`src/rtl/conv_issue_engine.sv`:
```
// Front-end issue stage: enumerates filter windows, hands them to allocators in batches,
// then broadcasts every image row those windows touch, channel by channel.
module conv_issue_engine #(
    parameter int num_allocators = 220
) (
    input  logic                      clk,
    input  logic                      rst,
    output logic [15:0]               imem_read_addr,
    input  logic [17:0]               imem_read_data,
    input  logic [7:0]                image_dim,
    input  logic [8:0]                image_depth,
    input  logic [1:0]                filter_halfsize,
    input  logic [2:0]                filter_stride,
    output logic [7:0]                issue_x,
    output logic [7:0]                issue_y,
    output logic [17:0]               issue_data,
    output logic                      issue_en,
    input  logic [num_allocators-1:0] issue_block,
    output logic [7:0]                positioner_x,
    output logic [7:0]                positioner_y,
    output logic [num_allocators-1:0] positioner_select,
    output logic                      done,
    output logic [1:0]                dbg_state
);
    localparam int KW = (num_allocators > 1) ? $clog2(num_allocators) : 1;

    typedef enum logic [1:0] {
        ST_POSITION = 2'd0,
        ST_ISSUE    = 2'd1,
        ST_DONE     = 2'd2
    } state_t;

    state_t                    r_state, w_state;
    logic [KW-1:0]             r_k, w_k;
    // Window cursor holds (center - h) so that the reset value 0 is the first window.
    logic [8:0]                r_wx, w_wx, r_wy, w_wy;
    logic                      r_more, w_more;
    logic [7:0]                r_first_y, w_first_y, r_last_y, w_last_y;
    logic [8:0]                r_c, w_c;
    logic [7:0]                r_y, w_y, r_x, w_x;
    logic [15:0]               r_addr, w_addr, w_addr_calc;
    logic [num_allocators-1:0] r_sel, w_sel;
    logic [7:0]                r_px, w_px, r_py, w_py, r_ix, w_ix, r_iy, w_iy;
    logic                      r_ien, w_ien, r_done, w_done;

    logic [9:0] w_span, w_dim, w_step_x, w_wy_ext, w_nwy_ext;
    logic [8:0] w_nwx, w_nwy;
    logic       w_win_ok, w_x_fits, w_next_ok, w_k_last, w_x_end, w_y_end, w_c_end;

    assign w_span    = {7'd0, filter_halfsize, 1'b1};
    assign w_dim     = {2'd0, image_dim};
    assign w_wy_ext  = {1'b0, r_wy};
    assign w_win_ok  = (w_wy_ext + w_span) <= w_dim;
    assign w_step_x  = {1'b0, r_wx} + {7'd0, filter_stride};
    assign w_x_fits  = (w_step_x + w_span) <= w_dim;
    assign w_nwx     = w_x_fits ? w_step_x[8:0] : 9'd0;
    assign w_nwy     = w_x_fits ? r_wy : (r_wy + {6'd0, filter_stride});
    assign w_nwy_ext = {1'b0, w_nwy};
    assign w_next_ok = (w_nwy_ext + w_span) <= w_dim;
    assign w_k_last  = (int'(r_k) == num_allocators - 1);
    assign w_x_end   = (r_x == image_dim - 8'd1);
    assign w_y_end   = (r_y == r_last_y);
    assign w_c_end   = (r_c == image_depth - 9'd1);

    always_comb begin
        w_state   = r_state;
        w_k       = r_k;
        w_wx      = r_wx;
        w_wy      = r_wy;
        w_more    = r_more;
        w_first_y = r_first_y;
        w_last_y  = r_last_y;
        w_c       = r_c;
        w_y       = r_y;
        w_x       = r_x;
        w_sel     = '0;
        w_px      = r_px;
        w_py      = r_py;
        w_ien     = 1'b0;
        w_ix      = r_ix;
        w_iy      = r_iy;
        w_done    = r_done;
        case (r_state)
            ST_POSITION: begin
                if (!w_win_ok) begin
                    w_state = ST_DONE;
                    w_done  = 1'b1;
                end else begin
                    w_sel[r_k] = 1'b1;
                    w_px       = r_wx[7:0] + {6'd0, filter_halfsize};
                    w_py       = r_wy[7:0] + {6'd0, filter_halfsize};
                    w_last_y   = r_wy[7:0] + {5'd0, filter_halfsize, 1'b0};
                    if (r_k == '0) w_first_y = r_wy[7:0];
                    w_wx   = w_nwx;
                    w_wy   = w_nwy;
                    w_more = w_next_ok;
                    if (w_k_last || !w_next_ok) begin
                        w_state = ST_ISSUE;
                        w_k     = '0;
                        w_c     = 9'd0;
                        w_x     = 8'd0;
                        w_y     = (r_k == '0) ? r_wy[7:0] : r_first_y;
                    end else begin
                        w_k = r_k + 1'b1;
                    end
                end
            end
            ST_ISSUE: begin
                // Any stall request freezes the scan; the same address is re-presented.
                if (issue_block == '0) begin
                    w_ien = 1'b1;
                    w_ix  = r_x;
                    w_iy  = r_y;
                    if (w_x_end) begin
                        w_x = 8'd0;
                        if (w_y_end) begin
                            w_y = r_first_y;
                            if (w_c_end) w_state = r_more ? ST_POSITION : ST_DONE;
                            else         w_c = r_c + 9'd1;
                        end else begin
                            w_y = r_y + 8'd1;
                        end
                    end else begin
                        w_x = r_x + 8'd1;
                    end
                end
            end
            ST_DONE: w_done = 1'b1;
            default: w_state = ST_POSITION;
        endcase
    end

    // Arithmetic is mod 2^16, which is exactly the wanted address truncation.
    assign w_addr_calc = (((16'(w_c) * 16'(image_dim)) + 16'(w_y)) * 16'(image_dim)) + 16'(w_x);
    assign w_addr      = (w_state == ST_ISSUE) ? w_addr_calc : r_addr;

    always_ff @(posedge clk or posedge rst) begin
        if (rst) begin
            r_state   <= ST_POSITION;
            r_k       <= '0;
            r_wx      <= 9'd0;
            r_wy      <= 9'd0;
            r_more    <= 1'b0;
            r_first_y <= 8'd0;
            r_last_y  <= 8'd0;
            r_c       <= 9'd0;
            r_y       <= 8'd0;
            r_x       <= 8'd0;
            r_addr    <= 16'd0;
            r_sel     <= '0;
            r_px      <= 8'd0;
            r_py      <= 8'd0;
            r_ien     <= 1'b0;
            r_ix      <= 8'd0;
            r_iy      <= 8'd0;
            r_done    <= 1'b0;
        end else begin
            r_state   <= w_state;
            r_k       <= w_k;
            r_wx      <= w_wx;
            r_wy      <= w_wy;
            r_more    <= w_more;
            r_first_y <= w_first_y;
            r_last_y  <= w_last_y;
            r_c       <= w_c;
            r_y       <= w_y;
            r_x       <= w_x;
            r_addr    <= w_addr;
            r_sel     <= w_sel;
            r_px      <= w_px;
            r_py      <= w_py;
            r_ien     <= w_ien;
            r_ix      <= w_ix;
            r_iy      <= w_iy;
            r_done    <= w_done;
        end
    end

    assign imem_read_addr    = r_addr;
    assign issue_x           = r_ix;
    assign issue_y           = r_iy;
    assign issue_en          = r_ien;
    assign issue_data        = r_ien ? imem_read_data : 18'd0;
    assign positioner_x      = r_px;
    assign positioner_y      = r_py;
    assign positioner_select = r_sel;
    assign done              = r_done;
    assign dbg_state         = r_state;
endmodule

```
`config.mk`:
```
export PLATFORM = sky130hd
export DESIGN_NAME = conv_issue_engine
export DESIGN_NICKNAME = d
export VERILOG_FILES = /design/src/rtl/conv_issue_engine.sv
export SDC_FILE = /design/constraint.sdc
export NUM_CORES = 1
export LEC_CHECK = 0
export ABC_AREA = 1
export CORE_MARGIN = 2
export CORE_UTILIZATION = 45
export CTS_BUF_LIST = sky130_fd_sc_hd__clkbuf_16
export CTS_CLUSTER_SIZE = 25
export DETAILED_ROUTE_END_ITERATION = 8
export PLACE_DENSITY = 0.84
export SKIP_CTS_REPAIR_TIMING = 1
export SKIP_LAST_GASP = 1
export SLEW_MARGIN = 40
export SYNTH_ARGS = -nofsm -noshare
export SYNTH_HDL_FRONTEND = slang
export SYNTH_SLANG_ARGS = --single-unit
export TNS_END_PERCENT = 50
```
`constraint.sdc`:
```
create_clock -name clk -period 13.2 [get_ports clk]
set_input_delay 1.98 -clock clk [delete_from_list [all_inputs] [get_ports clk]]
set_output_delay 1.98 -clock clk [all_outputs]
set_load 0.01 [all_outputs]
```
==> metrics.txt, run 1 <==
status=finished with violations; violated checks=setup timing; synthesized area=0.0211 mm²; pin count of the biggest net entering global routing=120; synth warn=0; Final #Nets=3646; Clock Tree Root=clkbuf_16; most common cell after layout, fill and taps aside=clkdlybuf4s50_1; layout cells sized above 1=a little over an eighth; Tcrit/Tclk final=105%; critical-path maximum fanout=6; simple-gate share of the synthesized area=between 20 and 25%; startpoint types=input port; Placer Congestion=just over 0.9; Initial Util=a little under half; die width=~220 µm; Leak=between 0.01 and 0.015 µW; final hold vios=0; Synth Instances=around 2500; async set or reset register ratio after synthesis=between 90% and 100%; core area=roughly 0.046 mm²; CTS Buffer Depth=3; Port Buffers=~550; Mean Syn Cell Area=between 8 and 9 µm²; Post-synth EDFFs=0; Ports=roughly 550; CP Data Required Time=between 10 and 15 ns; Post-Synth XOR/XNOR Area=approximately 3.7%; DP Area=roughly 0.029 mm²; Unique masters post-synth=between 50 and 60; CP delay by family, top=adder cells; post-synthesis compound-gate area fraction=under 10%; DRC errors left=0; peak supply drop=1.14 mV; Power Density=319 mW/mm²; crit path capture type=flop; Clock Latency Late Sink=about 0.54 ns; CTS buffer count=37; footprint of the multi-input gates=about 0.011 mm²; Die Y=between 200 and 250 µm; initial antenna violation count=0; drt total wl=between 60000 and 70000 µm; FF+latch area=between 0.008 and 0.009 mm²; Worst Tran Pin Value=about 0.87 ns; final max-slew violation count=0; post-synthesis mux area share=0%; vias in the first global route=19500; Max Fclk=between 70 and 80 MHz; Synth area leaders=dfrtp_1, fa_1, nand2_1; H-tree levels=2; Via Count=between 15000 and 20000; initial drt markers=roughly 1900; hpwl dp=approximately 52000 µm; TritonCTS clock tree=built; antenna cells=0; total grt overflow=0; Synth area leader=dfrtp_1; most frequent cells in the layout=clkdlybuf4s50_1, nand2_1, nor2_1; adder-cell share of the synthesized area=between 10% and 20%; total track usage=28.1%; Hold Path Class=reg2reg; WL/cell=18.3 µm; CP dominant cell by count=inv_2; register area share after synthesis=40.4%; CP max stage cell=fa_1; Buf/Inv on CP=17; minimum clock period=between 10 and 15 ns; Data arrival, critical path=about 14 ns; Area Overhead vs Synth=43.2%; Final WS setup=-0.715 ns; row cnt=79; via/cell ratio=between 5 and 6; largest family of logic cells by synthesized area=simple AND/OR/NAND/NOR gates; unrepaired setup endpoints after global routing=yes; Layout fillers=3540; slew margin rel.=a little over two fifths; crit-path max cell delay=between 0.5 and 0.6 ns; Crit Path Class=in2reg; Clk pin slew, worst setup/hold paths=~0.050 ns; Design Power=9620 µW; register bit count reported by yosys=340; Top FF cell, synth=dfrtp_1; top cell type's share of synthesized area=approximately two fifths; drt first pass iters=5; Routed Antenna Nets=0; die footprint=roughly 0.05 mm²; first-pass GRT wire length=about 110000 µm; skew final=~0.018 ns; max-cap violation count=0; # setup viols final=5; Final Instance Area=a little over 0.03 mm²; Mapped Nets=2981; CTS Sinks=340
==> tightest hold or removal path: stages, from the launching register on <==
cell and delay, ns:
dfrtp_1 0.34, nand2_1 0.06, nand2_1 0.05
==> cell usage after synthesis, types with 3 or more instances <==
cell type,number
a21oi_1,52
a221oi_1,4
a31oi_1,5
and3_1,3
buf_1,4
buf_2,10
buf_6,3
clkbuf_1,73
dfrtp_1,340
fa_1,124
ha_1,117
inv_1,391
nand2_1,463
nand2_2,12
nand3_1,77
nand3_2,5
nand3b_1,10
nand4_1,41
nor2_1,381
nor2_2,3
nor3_1,38
nor4_1,30
o21ai_0,117
o21ai_1,4
o21ai_2,5
o21bai_1,6
o22ai_1,12
or2_2,11
or4_1,16
xnor2_1,17
xor2_1,73
==> cells by family (layout without fill, tap and decap cells) <==
family	after synthesis	count (layout)
and+or+nand+nor	1099	1099
buffers and inverters	488	1179
DFF	340	340
adders and majority gates	241	241
AOI/OAI and AO/OA	220	220
xor gates and xnor gates	90	90
==> routing by layer <==
layer | track usage, % | wire length (µm)
met5 | 0 | 0
met4 | 13.2 | 3410
met3 | 4.59 | 5640
met2 | 51.5 | 35600
met1 | 31.9 | 24500
==> report_power, final <==
part	internal (µW)	total (µW)	switching (µW)
registers	1160	1180	26.6
logic	3760	7400	3640
clock network	593	1030	441
total	5510	9620	4110
==> area by class of cell <==
type                            instances  share of cell area, %
Clock buffer                           37                   3.07
Inverter                              397                   5.04
Tap cell                              607                   2.52
Timing Repair Buffer                  717                   22.5
Multi-Input combinational cell       1650                   37.8
Clock inverter                         28                  0.883
Sequential cell                       340                   28.2
==> sequential cells by signal, summed over array words and instances, names as in the netlist, 2 cells and up <==
register / count
positioner_y: 8
imem_read_addr: 16
r_first_y: 8
r_wy: 9
issue_x: 8
positioner_x: 8
r_last_y: 8
r_wx: 9
r_c: 9
dbg_state: 2
r_y: 8
issue_y: 8
positioner_select: 220
r_k: 8
r_x: 8
==> stage by stage <==
stage | cells | TNS (ns) | hold slack (ns) | util (%) | setup WS [ns]
after detailed placement | 3690 | -11.17 | 0.458 | 61.5 | -1.84
after CTS | 3755 | -5.77 | 0.472 | 64.1 | -1.32
after floorplan | 2478 | -0.954 | 0.456 | - | -0.594
after global placement | 3690 | -7.38 | 0.453 | 61.5 | -1.42
after global routing | 3776 | -6.30 | 0.499 | 65.1 | -1.39
final | 3776 | -2.20 | 0.473 | 65.1 | -0.715
==> worst paths after layout <==
kind / start / endpoint / slack (ns) / cells after the start
worst max register to register: r_wx[0]$_DFFE_PP0P_ / imem_read_addr[15]$_DFFE_PP0N_ / 0.33 / 81
worst min-delay path: positioner_x[0]$_DFFE_PP0P_ / positioner_x[0]$_DFFE_PP0P_ / 0.47 / 2
worst min register to register: positioner_x[0]$_DFFE_PP0P_ / positioner_x[0]$_DFFE_PP0P_ / 0.47 / 2
max in group asynchronous: rst / imem_read_addr[15]$_DFFE_PP0N_ / 9.47 / 4
worst max-delay path: filter_stride[0] / imem_read_addr[15]$_DFFE_PP0N_ / -0.72 / 82
min in group asynchronous: rst / positioner_select[175]$_DFF_PP0_ / 1.92 / 2
Note: power is estimated with default switching activity, not from simulation.
==> inputs of run 2 (changes only) <==
--- a/config.mk
+++ b/config.mk
@@ -14,7 +14,7 @@
 export PLACE_DENSITY = 0.84
 export SKIP_CTS_REPAIR_TIMING = 1
 export SKIP_LAST_GASP = 1
-export SLEW_MARGIN = 40
+export SLEW_MARGIN = 20
 export SYNTH_ARGS = -nofsm -noshare
 export SYNTH_HDL_FRONTEND = slang
 export SYNTH_SLANG_ARGS = --single-unit
==> constraint.sdc (replaced) <==
create_clock -name clk -period 11.5 [get_ports clk]
set_input_delay 1.725 -clock clk [delete_from_list [all_inputs] [get_ports clk]]
set_output_delay 1.725 -clock clk [all_outputs]
set_load 0.01 [all_outputs]
==> run 2 against run 1 <==
  * The flow still finishes with violations (setup timing)
  * Wire length about the same
  * Sequential share of layout area down 0.13 points
  * Register-to-register slack worse by 1.6 ns
  * Power up 12%
  * First-iteration DRC count down 28%
  * Sequential cell count unchanged
  * Worst hold slack worse by 0.00062 ns
  * Sequential power up 15%
  * Clock-buffer cell count down 1
  * Global-route usage up 0.14 points
  * Critical path depth down 1
  * Largest cell class unchanged
  * Largest power group unchanged
==> metrics.txt, run 2 (synthesis gave the netlist of run 1 again) <==
Clk pin slew, worst setup/hold paths=approximately 0.060 ns; Clock Tree Root=clkbuf_16; final hold vios=0; TritonCTS clock tree=built; critical-path maximum fanout=7; CTS Buffer Depth=3; die footprint=approximately 0.049 mm²; minimum clock period=13.57 ns; Tcrit/Tclk final=118%; core area=between 0.04 and 0.05 mm²; Place WS=-3.29 ns; Worst Tran Pin Value=0.946 ns; Power Density=between 300 and 400 mW/mm²; via/cell ratio=around 5.2; Final Instance Area=approximately 0.030 mm²; switching pwr=roughly 4500 µW; CP max stage cell=fa_1; Leak=about 0.014 µW; total grt overflow=0; antenna cells=0; max-cap violation count=0; crit-path max cell delay=0.54 ns; most frequent cells in the layout=clkdlybuf4s50_1, nand2_1, nor2_1; first-pass GRT wire length=about 110000 µm; Hold Path Class=reg2reg; slew margin rel.=37.0%; row cnt=79; Final #Nets=~3700; grt met1 use=31.6%; Crit Path Class=in2reg; Initial Util=between 40% and 50%; unrepaired setup endpoints after global routing=yes; violated checks=setup timing; Area Overhead vs Synth=43.9%; most common cell after layout, fill and taps aside=clkdlybuf4s50_1; drt total wl=just under 70000 µm; vias in the first global route=~20000; layout cells sized above 1=between 10 and 15%; hpwl dp=52900 µm; most used routing layer=met2; clock share of power=roughly 10%; Gate power share=77.3%; crit path capture type=flop; DP Area=0.0288 mm²; Port Buffers=between 500 and 600; startpoint types=input port; Clock Latency Late Sink=between 0.5 and 0.6 ns; CP Data Required Time=approximately 12 ns; Data arrival, critical path=around 14 ns; drt first pass iters=6; Routed Antenna Nets=0; total track usage=28.3%; switch share=42.0%; CTS buffer count=36; Max Fclk=~74 MHz; final hold slack=about 0.47 ns; Via Count=just under 20000; final max-slew violation count=0; Int Power=roughly 6300 µW; WL/cell=approximately 18 µm; pin count of the biggest net entering global routing=approximately 130; initial drt markers=about 1300; r2r setup slk=-1.23 ns; # setup viols final=12; Placer Congestion=just over 0.9; CP dominant cell by count=nand2_1; DRC errors left=0; max FFs per register=220; status=finished with violations; met2 Track Usage GR=about half; peak supply drop=about 1.2 mV; skew final=between 0.015 and 0.02 ns; Die Y=approximately 220 µm; CTS Sinks=340; Final WS setup=-2.07 ns; initial antenna violation count=0; sequential power share=approximately 13%; met3 usage=under 10%; Layout fillers=~3500; H-tree levels=2; Ports=approximately 550; die width=220 µm
run 2: changes by cell type in the layout (fill, tap and decap cells not counted), sizes merged:
cell,delta
bufinv,-2
clkinvlp,-2
clkbuf,-1
inv,-1
clkinv,+2
buf,+38
run 2: worst paths after layout:
| kind | cells past startpoint | to | startpoint |
|---|---|---|---|
| max | 81 | imem_read_addr[15]$_DFFE_PP0N_ | filter_stride[0] |
| min | 2 | positioner_y[0]$_DFFE_PP0P_ | positioner_y[0]$_DFFE_PP0P_ |
| max reg2reg | 80 | imem_read_addr[15]$_DFFE_PP0N_ | r_wx[0]$_DFFE_PP0P_ |
| min reg2reg | 2 | positioner_y[0]$_DFFE_PP0P_ | positioner_y[0]$_DFFE_PP0P_ |
| max in group asynchronous | 3 | imem_read_addr[7]$_DFFE_PP0N_ | rst |
| min in group asynchronous | 2 | positioner_select[76]$_DFF_PP0_ | rst |
run 2: stage by stage:
stage                     power [µW]  util [%]  TNS (ns)  cells
final                          10800      65.4    -15.02   3810
after global routing           12000      65.4    -22.02   3810
after CTS                       9900      64.4    -22.98   3790
after detailed placement        8770      62.1    -29.86   3729
after global placement          8550      62.1    -25.02   3729
after floorplan                 6370         -    -13.99   2478
run 2: cell type report:
| cell class | instances | area [µm²] | share of cell area, % |
|---|---|---|---|
| multi-input cells | 1650 | 11400 | 37.5 |
| well taps | 607 | 759 | 2.50 |
| repair buffers | 755 | 7090 | 23.4 |
| clock buffers | 36 | 901 | 2.97 |
| flip-flops and latches | 340 | 8510 | 28.1 |
| clock inverters | 25 | 181 | 0.598 |
| inverters | 397 | 1520 | 5.00 |
run 2: metal layers:
metal / share of wire [%] / wire length, µm
met1: 36 / 25100
met2: 51 / 35300
met4: 5.2 / 3630
met3: 7.5 / 5200
met5: 0 / 0
run 2: power by group through the flow:
| stage | clock [µW] | sequential (µW) | combinational [µW] |
|---|---|---|---|
| global placement | 0 | 1380 | 7170 |
| global route | 1160 | 1360 | 9470 |
| detailed placement | 0 | 1380 | 7390 |
| floorplan | 0 | 1390 | 4980 |
| CTS | 1120 | 1360 | 7420 |
| finish | 1100 | 1360 | 8350 |
run 2: worst max-delay path: cells and delay by family:
family / cells / cell delay, ns
AO/OA/AOI/OAI: 14 / 1.48
XOR/XNOR: 3 / 0.51
adder cells (fa/ha/maj): 17 / 5.89
buffers and inverters: 16 / 1.29
AND/OR/NAND/NOR: 31 / 3.03
